$ cat src/rtl/mips_multicycle_ctrl_if.sv
// Controller <-> datapath/memory bundle for the multi-cycle MIPS controller.
// master = controller side, slave = datapath/memory side.
interface mips_multicycle_ctrl_if;
    logic [5:0] op;
    logic [5:0] funct;
    logic       zero;
    logic       mem_ready;
    logic [2:0] alucon;
    logic       alu_src_a;
    logic [1:0] alu_src_b;
    logic       pc_write;
    logic       pc_write_cond;
    logic [1:0] pc_src;
    logic       ir_write;
    logic       iord;
    logic       mem_read;
    logic       mem_write;
    logic       reg_write;
    logic       reg_dst;
    logic       mem_to_reg;

    modport master (
        input  op, funct, zero, mem_ready,
        output alucon, alu_src_a, alu_src_b, pc_write, pc_write_cond, pc_src,
               ir_write, iord, mem_read, mem_write, reg_write, reg_dst, mem_to_reg
    );
    modport slave (
        output op, funct, zero, mem_ready,
        input  alucon, alu_src_a, alu_src_b, pc_write, pc_write_cond, pc_src,
               ir_write, iord, mem_read, mem_write, reg_write, reg_dst, mem_to_reg
    );
endinterface

$ cat src/rtl/mips_multicycle_ctrl.sv
// Multi-cycle MIPS control FSM with memory-timeout fault and sticky HALT.
// Optional MIPSCTL_PERF_EN adds instr_retired / cycle_count counters.
module mips_multicycle_ctrl #(
    parameter int MEM_TIMEOUT = 255
) (
    input  logic                         clk,
    input  logic                         rst_n,
    mips_multicycle_ctrl_if.master       bus,
    output logic                         fault,
    output logic [3:0]                   state_dbg
`ifdef MIPSCTL_PERF_EN
    ,
    output logic [31:0]                  instr_retired,
    output logic [31:0]                  cycle_count
`endif
);
    typedef enum logic [3:0] {
        FETCH = 4'd0, DECODE = 4'd1, EXEC_R = 4'd2, R_WB = 4'd3,
        EXEC_I = 4'd4, I_WB = 4'd5, MEM_ADDR = 4'd6, MEM_RD = 4'd7,
        MEM_WB = 4'd8, MEM_WR = 4'd9, BRANCH = 4'd10, JUMP = 4'd11,
        HALT = 4'd15
    } state_t;

    localparam logic [5:0] OP_R = 6'h00, OP_LW = 6'h23, OP_SW = 6'h2b, OP_BEQ = 6'h04,
                           OP_J = 6'h02, OP_ADDI = 6'h08, OP_ANDI = 6'h0c, OP_ORI = 6'h0d;
    localparam logic [5:0] F_ADD = 6'h20, F_SUB = 6'h22, F_AND = 6'h24, F_OR = 6'h25;
    localparam logic [2:0] ALU_ADD = 3'b000, ALU_SUB = 3'b001, ALU_AND = 3'b010, ALU_OR = 3'b011;
    localparam logic [7:0] TO_LAST = 8'(MEM_TIMEOUT - 1);

    state_t     state, state_nx;
    logic [7:0] tcnt, tcnt_nx;
    logic       fault_q, fault_nx;
    logic       wait_st;

    assign wait_st = (state == FETCH) || (state == MEM_RD) || (state == MEM_WR);

    // All outputs are forced low while rst_n is held, regardless of state.
    always_comb begin
        state_nx          = state;
        tcnt_nx           = '0;
        fault_nx          = fault_q;
        bus.alucon        = ALU_ADD;
        bus.alu_src_a     = 1'b0;
        bus.alu_src_b     = 2'd0;
        bus.pc_write      = 1'b0;
        bus.pc_write_cond = 1'b0;
        bus.pc_src        = 2'd0;
        bus.ir_write      = 1'b0;
        bus.iord          = 1'b0;
        bus.mem_read      = 1'b0;
        bus.mem_write     = 1'b0;
        bus.reg_write     = 1'b0;
        bus.reg_dst       = 1'b0;
        bus.mem_to_reg    = 1'b0;
        fault             = 1'b0;
        state_dbg         = 4'd0;
        if (rst_n) begin
            fault     = fault_q;
            state_dbg = state;
            case (state)
                FETCH: begin
                    bus.mem_read  = 1'b1;
                    bus.alu_src_b = 2'd1;
                    if (bus.mem_ready) begin
                        bus.ir_write = 1'b1;
                        bus.pc_write = 1'b1;
                        state_nx     = DECODE;
                    end
                end
                DECODE: begin
                    bus.alu_src_b = 2'd3;
                    case (bus.op)
                        OP_R:                      state_nx = EXEC_R;
                        OP_LW, OP_SW:              state_nx = MEM_ADDR;
                        OP_BEQ:                    state_nx = BRANCH;
                        OP_J:                      state_nx = JUMP;
                        OP_ADDI, OP_ANDI, OP_ORI:  state_nx = EXEC_I;
                        default:                   state_nx = HALT;
                    endcase
                end
                EXEC_R: begin
                    bus.alu_src_a = 1'b1;
                    state_nx      = R_WB;
                    case (bus.funct)
                        F_ADD:   bus.alucon = ALU_ADD;
                        F_SUB:   bus.alucon = ALU_SUB;
                        F_AND:   bus.alucon = ALU_AND;
                        F_OR:    bus.alucon = ALU_OR;
                        default: state_nx   = HALT;
                    endcase
                end
                R_WB: begin
                    bus.reg_write = 1'b1;
                    bus.reg_dst   = 1'b1;
                    state_nx      = FETCH;
                end
                EXEC_I: begin
                    bus.alu_src_a = 1'b1;
                    bus.alu_src_b = 2'd2;
                    state_nx      = I_WB;
                    case (bus.op)
                        OP_ANDI: bus.alucon = ALU_AND;
                        OP_ORI:  bus.alucon = ALU_OR;
                        default: bus.alucon = ALU_ADD;
                    endcase
                end
                I_WB: begin
                    bus.reg_write = 1'b1;
                    state_nx      = FETCH;
                end
                MEM_ADDR: begin
                    bus.alu_src_a = 1'b1;
                    bus.alu_src_b = 2'd2;
                    state_nx      = (bus.op == OP_SW) ? MEM_WR : MEM_RD;
                end
                MEM_RD: begin
                    bus.mem_read = 1'b1;
                    bus.iord     = 1'b1;
                    if (bus.mem_ready) state_nx = MEM_WB;
                end
                MEM_WB: begin
                    bus.reg_write  = 1'b1;
                    bus.mem_to_reg = 1'b1;
                    state_nx       = FETCH;
                end
                MEM_WR: begin
                    bus.mem_write = 1'b1;
                    bus.iord      = 1'b1;
                    if (bus.mem_ready) state_nx = FETCH;
                end
                BRANCH: begin
                    bus.alu_src_a     = 1'b1;
                    bus.alucon        = ALU_SUB;
                    bus.pc_src        = 2'd1;
                    bus.pc_write_cond = 1'b1;
                    bus.pc_write      = bus.zero;
                    state_nx          = FETCH;
                end
                JUMP: begin
                    bus.pc_src   = 2'd2;
                    bus.pc_write = 1'b1;
                    state_nx     = FETCH;
                end
                HALT:    state_nx = HALT;
                default: state_nx = HALT;
            endcase
            // Wait counter runs only while a memory state is stalled.
            if (wait_st && !bus.mem_ready) begin
                tcnt_nx = tcnt + 8'd1;
                if (tcnt == TO_LAST) state_nx = HALT;
            end
            if (state_nx == HALT) fault_nx = 1'b1;
        end
    end

    always_ff @(posedge clk) begin
        if (!rst_n) begin
            state   <= FETCH;
            tcnt    <= '0;
            fault_q <= 1'b0;
        end else begin
            state   <= state_nx;
            tcnt    <= tcnt_nx;
            fault_q <= fault_nx;
        end
    end

`ifdef MIPSCTL_PERF_EN
    logic [31:0] ret_q, cyc_q;

    always_ff @(posedge clk) begin
        if (!rst_n) begin
            ret_q <= '0;
            cyc_q <= '0;
        end else begin
            if (state != HALT) cyc_q <= cyc_q + 32'd1;
            if (state_nx == FETCH && state != FETCH) ret_q <= ret_q + 32'd1;
        end
    end

    assign instr_retired = rst_n ? ret_q : 32'd0;
    assign cycle_count   = rst_n ? cyc_q : 32'd0;
`endif
endmodule

$ cat src/flat_wrapper.sv
// flat-port wrapper written by rule: the top's interface ports become plain ports
module mips_multicycle_ctrl_flat 
#(
    parameter int MEM_TIMEOUT = 255
)
  (clk, rst_n, fault, state_dbg, bus_op, bus_funct, bus_zero, bus_mem_ready, bus_alucon, bus_alu_src_a, bus_alu_src_b, bus_pc_write, bus_pc_write_cond, bus_pc_src, bus_ir_write, bus_iord, bus_mem_read, bus_mem_write, bus_reg_write, bus_reg_dst, bus_mem_to_reg);
  mips_multicycle_ctrl_if bus_i ();
  input  logic clk;
  input  logic rst_n;
  output logic fault;
  output logic [3:0] state_dbg;
  input wire logic [$bits(bus_i.op)-1:0] bus_op;
  input wire logic [$bits(bus_i.funct)-1:0] bus_funct;
  input wire logic [$bits(bus_i.zero)-1:0] bus_zero;
  input wire logic [$bits(bus_i.mem_ready)-1:0] bus_mem_ready;
  output wire logic [$bits(bus_i.alucon)-1:0] bus_alucon;
  output wire logic [$bits(bus_i.alu_src_a)-1:0] bus_alu_src_a;
  output wire logic [$bits(bus_i.alu_src_b)-1:0] bus_alu_src_b;
  output wire logic [$bits(bus_i.pc_write)-1:0] bus_pc_write;
  output wire logic [$bits(bus_i.pc_write_cond)-1:0] bus_pc_write_cond;
  output wire logic [$bits(bus_i.pc_src)-1:0] bus_pc_src;
  output wire logic [$bits(bus_i.ir_write)-1:0] bus_ir_write;
  output wire logic [$bits(bus_i.iord)-1:0] bus_iord;
  output wire logic [$bits(bus_i.mem_read)-1:0] bus_mem_read;
  output wire logic [$bits(bus_i.mem_write)-1:0] bus_mem_write;
  output wire logic [$bits(bus_i.reg_write)-1:0] bus_reg_write;
  output wire logic [$bits(bus_i.reg_dst)-1:0] bus_reg_dst;
  output wire logic [$bits(bus_i.mem_to_reg)-1:0] bus_mem_to_reg;
  assign bus_i.op = bus_op;
  assign bus_i.funct = bus_funct;
  assign bus_i.zero = bus_zero;
  assign bus_i.mem_ready = bus_mem_ready;
  assign bus_alucon = bus_i.alucon;
  assign bus_alu_src_a = bus_i.alu_src_a;
  assign bus_alu_src_b = bus_i.alu_src_b;
  assign bus_pc_write = bus_i.pc_write;
  assign bus_pc_write_cond = bus_i.pc_write_cond;
  assign bus_pc_src = bus_i.pc_src;
  assign bus_ir_write = bus_i.ir_write;
  assign bus_iord = bus_i.iord;
  assign bus_mem_read = bus_i.mem_read;
  assign bus_mem_write = bus_i.mem_write;
  assign bus_reg_write = bus_i.reg_write;
  assign bus_reg_dst = bus_i.reg_dst;
  assign bus_mem_to_reg = bus_i.mem_to_reg;
  mips_multicycle_ctrl #(.MEM_TIMEOUT(MEM_TIMEOUT)) u_core (.clk(clk), .rst_n(rst_n), .bus(bus_i), .fault(fault), .state_dbg(state_dbg));
endmodule
$ cat config.mk
export PLATFORM = sky130hd
export DESIGN_NAME = mips_multicycle_ctrl_flat
export DESIGN_NICKNAME = d
export VERILOG_FILES = /design/src/rtl/mips_multicycle_ctrl_if.sv /design/src/rtl/mips_multicycle_ctrl.sv /design/src/flat_wrapper.sv
export SDC_FILE = /design/constraint.sdc
export NUM_CORES = 1
export LEC_CHECK = 0
export ABC_AREA = 1
export BUFFER_PORTS_ARGS = -buffer_cell sky130_fd_sc_hd__buf_2
export CAP_MARGIN = 10
export CORE_UTILIZATION = 40
export CTS_BUF_LIST = sky130_fd_sc_hd__clkbuf_8
export DETAILED_ROUTE_END_ITERATION = 12
export PLACE_DENSITY = 0.66
export SLEW_MARGIN = 15
export SYNTH_ARGS = -nofsm -noshare
export SYNTH_HDL_FRONTEND = slang
export SYNTH_SLANG_ARGS = --single-unit
$ cat constraint.sdc
create_clock -name clk -period 2 [get_ports clk]
set_input_delay 0.6 -clock clk [delete_from_list [all_inputs] [get_ports clk]]
set_output_delay 0.6 -clock clk [all_outputs]
set_load 0.005 [all_outputs]
==> results of run 1 <==
[flip-flops by register name (all words and copies together) (netlist names)]
register and count:
u_core.fault_q 1, u_core.state 4, u_core.tcnt 8
[cell usage in the layout (no fill, tap or decap), types with 2 or more instances in the layout]
cell type	instances
buf_2	36
nor2_1	32
nand2_1	30
inv_1	23
buf_4	18
nand3_1	15
a21oi_1	9
dfxtp_1	9
inv_2	5
nor2_4	5
nand4_1	5
nand2_2	4
nand3_2	4
dfxtp_4	4
nor2_2	3
nor3_1	3
a31oi_1	3
clkbuf_8	3
nand2_4	2
o21ai_0	2
nor3_2	2
clkinv_2	2
xor2_1	2
nor3b_1	2
nand3b_1	2
ha_1	2
[worst register-to-register path: stages (launching register included)]
cell and delay (ns):
dfxtp_4 0.38, nor2_4 0.05, buf_4 0.12, buf_4 0.14
nand2_1 0.10, nand3_2 0.11, nand3_2 0.07, nand2_2 0.06
nor2_1 0.14, nand2_1 0.07, nand2_1 0.08, a21oi_2 0.05
[worst max path at each step]
stage | start | end | slack, ns
floorplan | rst_n | bus_reg_write | 0.05
global placement | bus_funct[4] | bus_alucon[0] | 0.009
detailed placement | bus_funct[4] | bus_alucon[0] | -0.01
CTS | u_core.state[2]$_SDFF_PN0_ | bus_alucon[0] | -0.05
global route | u_core.state[0]$_SDFF_PN0_ | bus_alucon[0] | -0.12
finish | u_core.state[0]$_SDFF_PN0_ | bus_alucon[1] | -0.03
[metrics by stage]
step,std cells,total power [mW]
2_1_floorplan,180,0.9358
3_3_place_gp,255,1.235
3_5_place_dp,255,1.251
4_1_cts,264,1.610
5_1_grt,265,1.822
6_report,265,1.676
[power breakdown]
group          internal, mW  switching (mW)
registers             0.337          0.0897
clock network         0.138          0.0967
logic                 0.459           0.556
[final cells by class]
cell class | count | area (um2)
inverters | 30 | 116.4
clock inverters | 1 | 5.005
multi-input cells | 134 | 742.0
flip-flops and latches | 13 | 275.3
fillers | 249 | 989.7
clock buffers | 3 | 41.29
well taps | 30 | 37.54
repair buffers | 54 | 315.3
[cell families (layout without fill, tap and decap cells)]
| family | after synthesis | after routing | share of synthesized area |
|---|---|---|---|
| and+or+nand+nor | 111 | 111 | 0.4971 |
| buffers and inverters | 33 | 88 | 0.1188 |
| AOI/OAI and AO/OA | 18 | 18 | 0.1015 |
| DFF | 13 | 13 | 0.2399 |
| adders and majority gates | 2 | 2 | 0.02306 |
| xor gates and xnor gates | 2 | 2 | 0.01615 |
| other | 1 | 1 | 0.003457 |
[repair_timing]
item | 4_1_cts | 5_1_grt
endpoints found under the hold margin | 0 | 0
setup buffers | 5 | 1
setup endpoints to repair | 8 | 8
pin swaps | 4 | 4
resized for setup | 12 | 10
[metal layers]
metal / vias up / part of all wire
li1: 688 / -
met4: 0 / 0.0082
met3: 4 / 0.063
met1: 597 / 0.45
met5: - / 0
met2: 41 / 0.47
==> flow_metrics.env, run 1 <==
export IMPL_grt_pass1_vias=1094
export IMPL_drc_errors=0
export IMPL_cts_root_buf="clkbuf_8"
export IMPL_path_delay_family="flip-flops"
export IMPL_finalSetupTns_ns=-0.06261
export IMPL_cap_viol_max_count=0
export IMPL_gr_total_overflow=0
export IMPL_syn2layout_area_growth_pct=41.29
export IMPL_yosysMostFrequentCell="nor2_1"
export IMPL_cpPeakStageDelay_ns=0.37
export IMPL_grt_usage=0.2083
export IMPL_vias_per_cell=5.019
export IMPL_crit_arrival_ns=1.43
export IMPL_utilization=0.6076
export IMPL_netlist_area_um2=1085
export IMPL_p_leak_nw=0.8119
export IMPL_first_iter_violations=27
export IMPL_fin_ws_ns=-0.03164
export IMPL_gp_congestion=0.8004
export IMPL_r2r_cells=11
export IMPL_finalCritPeriodShare=1.016
export IMPL_hold_end="u_core.fault_q$_SDFFE_PN0N_"
export IMPL_totalWireLength_um=2932
export IMPL_rrSetupSlack_ns=0.53
export IMPL_p_per_area_nw_per_um2=1094
export IMPL_dp_hpwl_um=2274
export IMPL_rsz0062_at_grt="yes"
export IMPL_ys_seq_area_frac=0.2399
export IMPL_io_buffers=36
export IMPL_ant_nets=0
export IMPL_clock_sinks=13
export IMPL_synth_largest_area_cell="dfxtp_1"
export IMPL_cp_depth=7
export IMPL_synth_edff_count=0
export IMPL_busiest_layer="met2"
export IMPL_ir_drop_mv=0.6835
export IMPL_chipWidth_um=54.08
export IMPL_violations="negative setup slack"
export IMPL_synth_distinct_cells=32
export IMPL_dr_pass1_iters=4
export IMPL_start_kind="flop"
export IMPL_critPathMaxFanout=5
export IMPL_worstSkewPairLatency_ns=0.24
export IMPL_drt_wirelength_per_cell_um=11.06
export IMPL_r2r_end="u_core.fault_q$_SDFFE_PN0N_"
export IMPL_slew_viol_final=0
export IMPL_status="complete, but fails checks"
export IMPL_cp_slowest_cell="dfxtp_4"
export IMPL_worstPathRequired_ns=1.40
export IMPL_use_met3=0.08757
export IMPL_synthTopCellsByCount="35 x nor2_1, 33 x nand2_1, 26 x inv_1, 15 x nand3_1, 13 x dfxtp_1"
export IMPL_hold_ws_ns=0.4575
export IMPL_synth_fp_nets=198
export IMPL_synth_seq_cells=13
export IMPL_hold_depth=2
export IMPL_antenna_cells=0
export IMPL_stdcell_area_um2=1533
export IMPL_clk_pin_slew_worst_paths_ns=0.05
export IMPL_syn_area_per_cell_um2=6.027
export IMPL_coreArea_um2=2522
export IMPL_end_kind="primary output"
export IMPL_rows=18
export IMPL_critPathKind="reg2out"
export IMPL_pre_cts_slack_ns=-0.01497
export IMPL_min_from="u_core.fault_q$_SDFFE_PN0N_"
export IMPL_synthDominantCellAreaShare=0.2399
export IMPL_dpl_cell_area_um2=1389
export IMPL_h_tree_depth=1
export IMPL_ys_top_cells_by_area="dfxtp_1 24%, nor2_1 12%, nand2_1 11%"
export IMPL_nets=254
export IMPL_synth_cells=180
export IMPL_ys_flop_type="dfxtp_1"
export IMPL_ctsLongestPathBuffers=2
export IMPL_hold_path_class="reg2reg"
export IMPL_fin_skew_ns=0.0008779
export IMPL_grt_first_pass_wirelength_um=4353
export IMPL_io_pins=38
export IMPL_die_h_um=54.08
export IMPL_fmax_mhz=492.2
export IMPL_hold_viol=0
export IMPL_grt_max_degree=11
export IMPL_grtUsageMet2=0.3498
export IMPL_start_util=0.4301
export IMPL_critPathBufInv=3
export IMPL_design_die_area_um2=2924
export IMPL_vias=1330
export IMPL_ctsHoldBuffers=0
export IMPL_setup_viol=2
export IMPL_r2r_start="u_core.state[3]$_SDFF_PN0_"
export IMPL_grt_use_met1=0.2479
export IMPL_antenna_found_initial=0
export IMPL_async_reset_ff_frac=0
export IMPL_layout_drive_gt1_share=0.3915
export IMPL_cts_tree="built"
export IMPL_cts_buffers_inserted=3
export IMPL_yosys_warnings=0
export IMPL_min_period_ns=2.032
export IMPL_crit_chain="inv_4 -> nand2_4 -> nor2_4 -> nand4_1 -> buf_4 -> a21oi_1 -> buf_2"
(Power assumes the default switching activity.)
==> run 2, diff against run 1 <==
Settings changed: BUFFER_PORTS_ARGS -buffer_cell sky130_fd_sc_hd__buf_2 to not set, CORE_MARGIN set to 2, DONT_BUFFER_PORTS set to 1, PLACE_DENSITY 0.66 to not set.
==> run 2 against run 1 <==
  * Largest power group unchanged
  * Combinational power is 22% lower
  * Worst setup slack gained 0.0078 ns
  * Final cell count is 17% lower
  * Utilization down 11 points
  * The run still ends with negative setup slack left
  * Routed wire length down 9.8%
  * First-iteration DRC count increased by 67%
  * Sequential cell count unchanged
  * Critical path depth is 3 lower
  * Clock-buffer cell count stayed put
==> flow_metrics.env, run 2 (synthesized netlist as in run 1, its figures left out) <==
export IMPL_worstPathRequired_ns=1.40
export IMPL_drt_wirelength_per_cell_um=12.08
export IMPL_grt_first_pass_wirelength_um=4650
export IMPL_design_die_area_um2=3144
export IMPL_cp_slowest_cell="dfxtp_1"
export IMPL_fin_skew_ns=0.003338
export IMPL_antenna_cells=0
export IMPL_final_common_cell="nor2_1"
export IMPL_hold_path_class="reg2reg"
export IMPL_antenna_found_initial=0
export IMPL_ant_nets=0
export IMPL_p_switching_uw=673.0
export IMPL_nets=208
export IMPL_gp_congestion=0.8710
export IMPL_fin_ws_ns=-0.02382
export IMPL_rows=18
export IMPL_largest_reg_flops=8
export IMPL_syn2layout_area_growth_pct=15.69
export IMPL_pwr_share_seq=0.284
export IMPL_regMostFlops="u_core.tcnt"
export IMPL_grt_usage=0.1829
export IMPL_ir_drop_mv=0.5700
export IMPL_reg_top3="u_core.tcnt (8), u_core.state (4), u_core.fault_q (1)"
export IMPL_stdcell_area_um2=1255
export IMPL_critPathMaxFanout=5
export IMPL_coreArea_um2=2522
export IMPL_p_leak_nw=0.5853
export IMPL_dr_pass1_iters=4
export IMPL_clk_pin_slew_worst_paths_ns=0.06
export IMPL_hold_viol=0
export IMPL_critPathKind="reg2out"
export IMPL_pwr_share_clk=0.163
export IMPL_layout_common_cells="33 x nor2_1, 31 x nand2_1, 22 x inv_1"
export IMPL_start_util=0.4301
export IMPL_first_iter_violations=45
export IMPL_chipWidth_um=56.08
export IMPL_cpPeakStageDelay_ns=0.34
export IMPL_ctsLongestPathBuffers=2
export IMPL_h_tree_depth=1
export IMPL_end_kind="primary output"
export IMPL_cap_viol_max_count=0
export IMPL_io_buffers=0
export IMPL_switching_share=0.4678
export IMPL_worstSkewPairLatency_ns=0.24
export IMPL_min_period_ns=2.024
export IMPL_dpl_cell_area_um2=1171
export IMPL_cts_tree="built"
export IMPL_gr_total_overflow=0
export IMPL_clock_sinks=13
export IMPL_vias=1154
export IMPL_cts_root_buf="clkbuf_8"
export IMPL_hold_ws_ns=0.4598
export IMPL_io_pins=38
export IMPL_setup_viol=1
export IMPL_totalWireLength_um=2645
export IMPL_comb_power_share=0.553
export IMPL_start_kind="flop"
export IMPL_vias_per_cell=5.269
export IMPL_grt_max_degree=11
export IMPL_crit_arrival_ns=1.42
export IMPL_layout_drive_gt1_share=0.2381
export IMPL_rsz0062_at_grt="yes"
export IMPL_fmax_mhz=494.1
export IMPL_die_h_um=56.08
export IMPL_status="complete, but fails checks"
export IMPL_slew_viol_final=0
export IMPL_p_per_area_nw_per_um2=1146
export IMPL_dp_hpwl_um=2185
export IMPL_crit_chain="buf_4 -> nor2_2 -> nand2_1 -> a31oi_1"
export IMPL_grt_pass1_vias=1097
export IMPL_finalCritPeriodShare=1.012
export IMPL_internal_power_uw=765.5
export IMPL_drc_errors=0
export IMPL_cts_buffers_inserted=3
export IMPL_violations="negative setup slack"
[run 2: path summary, 6_finish.rpt]
kind                                                  start                     endpoint  slack, ns  cells past startpoint
worst min-delay path            u_core.fault_q$_SDFFE_PN0N_  u_core.fault_q$_SDFFE_PN0N_       0.46                      2
worst max register to register   u_core.state[1]$_SDFF_PN0_  u_core.fault_q$_SDFFE_PN0N_       0.52                     10
worst min register to register  u_core.fault_q$_SDFFE_PN0N_  u_core.fault_q$_SDFFE_PN0N_       0.46                      2
worst max-delay path             u_core.state[1]$_SDFF_PN0_             bus_alu_src_b[1]      -0.02                      4
[run 2: metal layers]
metal	share of wire	global-route usage	wire length, um	vias to the layer above
li1	-	-	-	596
met1	0.48	0.2429	1265	518
met2	0.43	0.2874	1150	38
met3	0.076	0.03953	201	2
met4	0.010	0.07143	27	0
met5	0	0	0	-
[run 2: area by class of cell]
type                       count  area [um2]
clock buffer                   3       41.29
clock inverter                 1       5.005
fill                         267        1267
inverter                      30       113.9
multi-input combinational    134       728.2
sequential                    13       269.0
tap                           30       37.54
timing repair buffer           8       60.06
[run 2: metrics by stage]
stage	setup WS (ns)	utilization	setup TNS, ns	cells	total power, mW
floorplan	0.04760	-	0	180	0.9358
CTS	-0.01063	0.4931	-0.01063	219	1.429
finish	-0.02382	0.4975	-0.02382	219	1.439
detailed placement	0.08512	0.4643	0	214	1.123
global placement	0.1505	0.4643	0	214	1.115
global route	-0.1183	0.4975	-0.1971	219	1.572
[run 2: timing repair]
| item | 4_1_cts | 5_1_grt |
|---|---|---|
| setup buffers | 1 | 0 |
| gates resized for setup | 10 | 5 |
| endpoints found under the setup margin | 4 | 5 |
| pin swaps | 1 | 1 |
| hold buffers | 0 | 0 |
[run 2: worst max-delay path: cells and delay by family, from the launching register on]
family / cells / cell delay (ns)
buf+inv: 1 / 0.17
compound gates: 1 / 0.28
simple gates: 2 / 0.40
flops: 1 / 0.34
[run 2: power groups by stage]
| stage | clock network (mW) | logic (mW) | registers, mW |
|---|---|---|---|
| 2_1_floorplan | 0 | 0.545 | 0.391 |
| 3_3_place_gp | 0 | 0.722 | 0.393 |
| 3_5_place_dp | 0 | 0.727 | 0.396 |
| 4_1_cts | 0.242 | 0.777 | 0.410 |
| 5_1_grt | 0.255 | 0.895 | 0.421 |
| 6_report | 0.235 | 0.795 | 0.408 |
